## src/rtl/mem_arbiter.sv

```systemverilog
// Purpose: three-requester round-robin burst arbiter onto one memory port, with in-order read tag tracking.
// Latency: first memory beat 1 cycle after a request is seen in IDLE; read response 1 cycle after mem_rvalid.
// Backpressure: beats stall on mem_ready, and reads also stall while the owner tag queue is full.
//
// Ports:
//   wb_clk_i, wb_rst_i          clock, asynchronous active-high reset
//   req_valid/we/len/addr/wdata per-requester beat request (index 0=CPU, 1=FIR DMA, 2=matmul/qsort DMA)
//   req_ready                   per-requester beat accepted this cycle
//   rsp_valid, rsp_rdata        per-requester read-data strobe, shared read data
//   mem_req/we/addr/wdata       shared memory beat request
//   mem_ready                   memory accepts the current beat
//   mem_rvalid, mem_rdata       in-order read return from memory
//   gnt_id, busy                current owner, burst in progress
//   err_orphan, err_abort       sticky: read return with no owner, burst killed by watchdog

// Generic FIFO for small bookkeeping queues.
// Latency: rd_dat shows the head combinationally; a push is visible the cycle after its edge.
// Backpressure: full/empty exported; a push while full or a pop while empty is dropped.
module fifo #(
    parameter int WIDTH = 8,
    parameter int DEPTH = 4
) (
    input  logic             clk,
    input  logic             rst,
    input  logic             wr_vld,
    input  logic [WIDTH-1:0] wr_dat,
    input  logic             rd_rdy,
    output logic [WIDTH-1:0] rd_dat,
    output logic             full,
    output logic             empty
);
    localparam int PTR_W = $clog2(DEPTH);
    localparam int CNT_W = $clog2(DEPTH + 1);

    logic [WIDTH-1:0] store [DEPTH];
    logic [PTR_W-1:0] wr_ptr;
    logic [PTR_W-1:0] rd_ptr;
    logic [CNT_W-1:0] count;
    logic             do_wr;
    logic             do_rd;

    assign full   = (count == CNT_W'(DEPTH));
    assign empty  = (count == '0);
    assign do_wr  = wr_vld && !full;
    assign do_rd  = rd_rdy && !empty;
    assign rd_dat = store[rd_ptr];

    always_ff @(posedge clk or posedge rst) begin
        if (rst) begin
            wr_ptr <= '0;
            rd_ptr <= '0;
            count  <= '0;
        end else begin
            if (do_wr) wr_ptr <= wr_ptr + PTR_W'(1);
            if (do_rd) rd_ptr <= rd_ptr + PTR_W'(1);
            // Simultaneous push and pop leave occupancy unchanged.
            if (do_wr && !do_rd)
                count <= count + CNT_W'(1);
            else if (!do_wr && do_rd)
                count <= count - CNT_W'(1);
        end
    end

    // Storage needs no reset: entries are only read while the count says they are valid.
    always_ff @(posedge clk) begin
        if (do_wr) store[wr_ptr] <= wr_dat;
    end
endmodule

module mem_arbiter #(
    parameter int ADDR_W     = 23,
    parameter int TAGQ_DEPTH = 4,
    parameter int WDOG       = 16
) (
    input  logic                  wb_clk_i,
    input  logic                  wb_rst_i,
    input  logic [2:0]            req_valid,
    input  logic [2:0]            req_we,
    input  logic [8:0]            req_len,
    input  logic [3*ADDR_W-1:0]   req_addr,
    input  logic [95:0]           req_wdata,
    output logic [2:0]            req_ready,
    output logic [2:0]            rsp_valid,
    output logic [31:0]           rsp_rdata,
    output logic                  mem_req,
    output logic                  mem_we,
    output logic [ADDR_W-1:0]     mem_addr,
    output logic [31:0]           mem_wdata,
    input  logic                  mem_ready,
    input  logic                  mem_rvalid,
    input  logic [31:0]           mem_rdata,
    output logic [1:0]            gnt_id,
    output logic                  busy,
    output logic                  err_orphan,
    output logic                  err_abort
);
    localparam logic [0:0] IDLE  = 1'b0;
    localparam logic [0:0] BURST = 1'b1;
    localparam int         WDOG_W = $clog2(WDOG + 1);

    logic [0:0]        state;
    logic [1:0]        rr_ptr;
    logic [3:0]        beat_cnt;
    logic [WDOG_W-1:0] wdog_cnt;

    // Per-requester views padded to four entries so a 2-bit owner index never leaves the array.
    logic [2:0]        len_a   [4];
    logic [ADDR_W-1:0] addr_a  [4];
    logic [31:0]       wdata_a [4];
    logic [3:0]        vld_x;
    logic [3:0]        we_x;

    logic [1:0] sel;
    logic       in_burst;
    logic       own_vld;
    logic       own_rd;
    logic       accept;
    logic       last_beat;
    logic       wdog_fire;
    logic [1:0] next_rr;
    logic       tag_push;
    logic [1:0] tag_head;
    logic       tagq_full;
    logic       tagq_empty;

    always_comb begin
        for (int i = 0; i < 3; i++) begin
            len_a[i]   = req_len[i*3 +: 3];
            addr_a[i]  = req_addr[i*ADDR_W +: ADDR_W];
            wdata_a[i] = req_wdata[i*32 +: 32];
        end
        len_a[3]   = '0;
        addr_a[3]  = '0;
        wdata_a[3] = '0;
    end

    assign vld_x = {1'b0, req_valid};
    assign we_x  = {1'b0, req_we};

    // First requesting index at or after rr_ptr, wrapping modulo 3.
    always_comb begin
        sel = 2'd0;
        case (rr_ptr)
            2'd1:    sel = req_valid[1] ? 2'd1 : (req_valid[2] ? 2'd2 : 2'd0);
            2'd2:    sel = req_valid[2] ? 2'd2 : (req_valid[0] ? 2'd0 : 2'd1);
            default: sel = req_valid[0] ? 2'd0 : (req_valid[1] ? 2'd1 : 2'd2);
        endcase
    end

    assign in_burst = (state == BURST);
    assign busy     = in_burst;
    assign own_vld  = in_burst && vld_x[gnt_id];
    assign own_rd   = !we_x[gnt_id];

    // A read is withheld from memory entirely while there is no room to remember its owner.
    assign mem_req   = own_vld && !(own_rd && tagq_full);
    assign accept    = mem_req && mem_ready;
    assign req_ready = accept ? (3'b001 << gnt_id) : 3'b000;
    assign mem_we    = in_burst && we_x[gnt_id];
    assign mem_addr  = in_burst ? addr_a[gnt_id] : '0;
    assign mem_wdata = in_burst ? wdata_a[gnt_id] : '0;

    assign last_beat = accept && (beat_cnt == 4'd1);
    assign wdog_fire = in_burst && !vld_x[gnt_id] && (wdog_cnt == WDOG_W'(WDOG - 1));
    assign next_rr   = (gnt_id == 2'd2) ? 2'd0 : gnt_id + 2'd1;
    assign tag_push  = accept && own_rd;

    fifo #(
        .WIDTH (2),
        .DEPTH (TAGQ_DEPTH)
    ) u_tagq (
        .clk    (wb_clk_i),
        .rst    (wb_rst_i),
        .wr_vld (tag_push),
        .wr_dat (gnt_id),
        .rd_rdy (mem_rvalid),
        .rd_dat (tag_head),
        .full   (tagq_full),
        .empty  (tagq_empty)
    );

    always_ff @(posedge wb_clk_i or posedge wb_rst_i) begin
        if (wb_rst_i) begin
            state     <= IDLE;
            gnt_id    <= 2'd0;
            rr_ptr    <= 2'd0;
            beat_cnt  <= 4'd0;
            wdog_cnt  <= '0;
            err_abort <= 1'b0;
        end else begin
            case (state)
                IDLE: begin
                    if (|req_valid) begin
                        state    <= BURST;
                        gnt_id   <= sel;
                        beat_cnt <= {1'b0, len_a[sel]} + 4'd1;
                        wdog_cnt <= '0;
                    end
                end
                default: begin
                    if (accept) beat_cnt <= beat_cnt - 4'd1;
                    if (vld_x[gnt_id])
                        wdog_cnt <= '0;
                    else
                        wdog_cnt <= wdog_cnt + WDOG_W'(1);
                    // Completion and abort both hand priority to the next requester.
                    if (last_beat || wdog_fire) begin
                        state  <= IDLE;
                        rr_ptr <= next_rr;
                    end
                    if (wdog_fire) err_abort <= 1'b1;
                end
            endcase
        end
    end

    // Read returns are routed by the oldest outstanding owner; a return with no owner is flagged and dropped.
    always_ff @(posedge wb_clk_i or posedge wb_rst_i) begin
        if (wb_rst_i) begin
            rsp_valid  <= 3'b000;
            rsp_rdata  <= 32'd0;
            err_orphan <= 1'b0;
        end else begin
            rsp_valid <= 3'b000;
            if (mem_rvalid) begin
                if (tagq_empty) begin
                    err_orphan <= 1'b1;
                end else begin
                    rsp_valid <= 3'b001 << tag_head;
                    rsp_rdata <= mem_rdata;
                end
            end
        end
    end
endmodule

```

## config.mk

```make
export PLATFORM = sky130hd
export DESIGN_NAME = mem_arbiter
export DESIGN_NICKNAME = d
export VERILOG_FILES = /design/src/rtl/mem_arbiter.sv
export SDC_FILE = /design/constraint.sdc
export NUM_CORES = 1
export LEC_CHECK = 0
export CAP_MARGIN = 10
export CORE_AREA = 2 2 124 126
export CTS_BUF_LIST = sky130_fd_sc_hd__clkbuf_16
export CTS_CLUSTER_SIZE = 16
export DETAILED_ROUTE_END_ITERATION = 6
export DIE_AREA = 0 0 126 128
export GPL_ROUTABILITY_DRIVEN = 0
export GPL_TIMING_DRIVEN = 0
export PLACE_DENSITY = 0.71
export SETUP_SLACK_MARGIN = 0.05
export SLEW_MARGIN = 20
export SYNTH_ARGS = -nofsm -noshare
export SYNTH_HDL_FRONTEND = slang
export SYNTH_SLANG_ARGS = --single-unit
export TNS_END_PERCENT = 50
```

## constraint.sdc

```tcl
create_clock -name wb_clk_i -period 4.95 [get_ports wb_clk_i]
set_input_delay 1.2375 -clock wb_clk_i [delete_from_list [all_inputs] [get_ports wb_clk_i]]
set_output_delay 1.2375 -clock wb_clk_i [all_outputs]
set_load 0.01 [all_outputs]
```

==> results.json <==
{
  "p_per_area_nw_per_um2": 514,
  "crit-reg2reg-launch": "gnt_id[0]$_DFFE_PP0P_",
  "synth_cell_types": 45,
  "first_global_vias": 5028,
  "ys.flop_type": "dfrtp_1",
  "final_cell_mix": "clkdlybuf4s50_1, nor2_1, nand2_1",
  "syn-num-nets": 776,
  "syn_area_um2": 4370,
  "multi_input_area_um2": 2490,
  "finalWorstSetupSlack_ns": 0.442,
  "seq_area_um2": 1690,
  "grt_antenna_before_repair": 1,
  "grt_pass1_wl_um": 27500,
  "worstPathMaxFanout": 7,
  "area_growth_pct": 84.7,
  "reg2reg_slack_ns": 1.99,
  "grt_max_degree": 31,
  "fin_crit_ns": 4.51,
  "num_vias": 4975,
  "power.leakage_nw": 3.40,
  "clockBufferDepth": 2,
  "clk_pin_slew_worst_paths_ns": 0.05,
  "fin_cells": 1068,
  "yosys_warnings": 0,
  "final.period_utilization": 0.911,
  "avgRoutedWirePerCell_um": 17.2,
  "wl_um": 18400,
  "drv_cap": 0,
  "syn_area_per_cell_um2": 7.99,
  "fin_total_pwr_mw": 4.15,
  "htree_levels": 3,
  "hold_viol": 0,
  "ff2ff_path_depth": 10,
  "irDropWorstVdd_mv": 0.270,
  "fmax_mhz": 222,
  "numCtsBuffers": 9,
  "cp_data_arrival_time_ns": 3.27,
  "grt_setup_unrepaired": "false",
  "postCtsSetupBuffers": 0,
  "cts-root-buf": "clkbuf_16",
  "finalClockSkew_ns": 0.0117,
  "cp.required_ns": 3.71,
  "tightest_slew_ns": 0.911,
  "holdPathStages": 1,
  "synth-seq-cells": 66,
  "coreArea_um2": 14900,
  "fin_tns_setup_ns": 0,
  "cts_hold_buffers": 0,
  "grt-ovfl-total": 0,
  "synth-edff-count": 8,
  "final_common_cell": "clkdlybuf4s50_1",
  "slew-limit-headroom": 0.387,
  "rows": 45,
  "routed_via_density": 4.66,
  "drtIter0Drc": 215,
  "cts_tree": "yes",
  "pre_cts_ws_ns": 0.447,
  "ant_nets": 0,
  "initial_core_util": 0.294,
  "place_area_um2": 7780,
  "final_nets": 1103,
  "synth_cells": 547,
  "start_kind": "primary input",
  "clkSinkCount": 66,
  "layout-drive-gt1-share": 0.0319,
  "die_w_um": 126,
  "worstSetupPathType": "in2out",
  "clk_latency_ns": 0.33,
  "setup_viol": 0,
  "synth_top_area_share": 0.332,
  "fin_util": 0.543,
  "worst_hold_slack_ns": 0.472,
  "seq_area_frac_synth": 0.387,
  "hold_path_end": "err_orphan$_DFFE_PP0P_",
  "grt_usage": 0.222,
  "finalMaxSlewViolations": 0,
  "hold_class": "reg2reg",
  "die_h_um": 128,
  "yosys-top-cells-area": "dfrtp_1, mux2i_1, nor2_1, nand2_1, a21oi_1",
  "r2r_end": "u_tagq.count[2]$_DFFE_PP0P_",
  "fillers": 1419,
  "die_area_um2": 16100,
  "fin_area_um2": 8070,
  "drt-pass1-iter-count": 4,
  "async_flop_share": 0.879,
  "endpoint_kind": "output pin",
  "place.port_buffers": 315,
  "route.detailed.drc": 0,
  "hold_start": "err_orphan$_DFFE_PP0P_",
  "num_io_pins": 316,
  "cts_resized": 0,
  "synth_top_area_cell": "dfrtp_1",
  "status": "finished, final reports clean",
  "dp.cells": 1051,
  "hpwlAfterDp_um": 15200
}
-- synthesized netlist by cell type, types with 2 or more instances --
cell type / n
nor2_1: 120
nand2_1: 112
mux2i_1: 60
dfrtp_1: 58
a21oi_1: 57
clkbuf_1: 20
buf_1: 12
ha_1: 12
inv_1: 12
o21ai_0: 9
edfxtp_1: 8
nor3_1: 6
nor3b_1: 6
and2_1: 5
mux2_2: 4
xnor2_1: 4
xor2_1: 4
a2bb2oi_1: 3
nand2b_1: 3
nor2b_1: 3
a211o_1: 2
a211oi_1: 2
buf_4: 2
mux4_2: 2
-- flip-flops by register name, summed over array words and instances, names as in the netlist, 3 cells and up --
name,count
rsp_rdata,32
u_tagq.store,8
wdog_cnt,5
beat_cnt,4
rsp_valid,3
u_tagq.count,3
-- cell families after synthesis --
family | after synthesis | share of synthesized area
AOI/OAI and AO/OA | 82 | 0.106
xor gates and xnor gates | 8 | 0.0160
adders and majority gates | 13 | 0.0389
buffers and inverters | 47 | 0.0421
DFF | 66 | 0.387
muxes | 66 | 0.158
and+or+nand+nor | 265 | 0.251
-- critical path, stage by stage --
cell and delay [ns]:
clkdlybuf4s50_1 0.56, mux2i_1 0.10, a2bb2oi_1 0.19, a211o_1 0.36, nor3b_1 0.22, clkdlybuf4s50_1 0.59
-- metal layers --
metal / wire [um] / track usage / vias up
met4: 314 / 0.0569 / 0
met5: 0 / 0 / -
li1: - / - / 2468
met2: 9680 / 0.415 / 202
met3: 1590 / 0.0801 / 21
met1: 6810 / 0.237 / 2284
-- worst max path at each step --
stage / slack, ns / to / startpoint / cells after the start
finish: 0.44 / req_ready[2] / req_valid[2] / 6
global route: 0.34 / req_ready[2] / req_valid[2] / 6
CTS: 0.44 / req_ready[2] / req_valid[2] / 6
detailed placement: 0.45 / req_ready[2] / req_valid[2] / 6
global placement: 0.45 / req_ready[2] / req_valid[2] / 6
floorplan: 1.56 / req_ready[2] / req_we[2] / 4
-- where the power goes --
group | switching [mW] | total, mW | internal, mW
Clock | 0.225 | 0.609 | 0.384
Combinational | 1.32 | 2.68 | 1.35
Sequential | 0.128 | 0.864 | 0.736
Total | 1.68 | 4.15 | 2.47
-- final cells by class --
type	count	share of cell area
flip-flops and latches	66	0.210
repair buffers	316	0.393
diodes	1	0.000310
multi-input cells	434	0.309
clock inverters	7	0.00775
plain buffers	34	0.0167
inverters	13	0.00636
well taps	188	0.0291
clock buffers	9	0.0279
(Power assumes the default switching activity.)
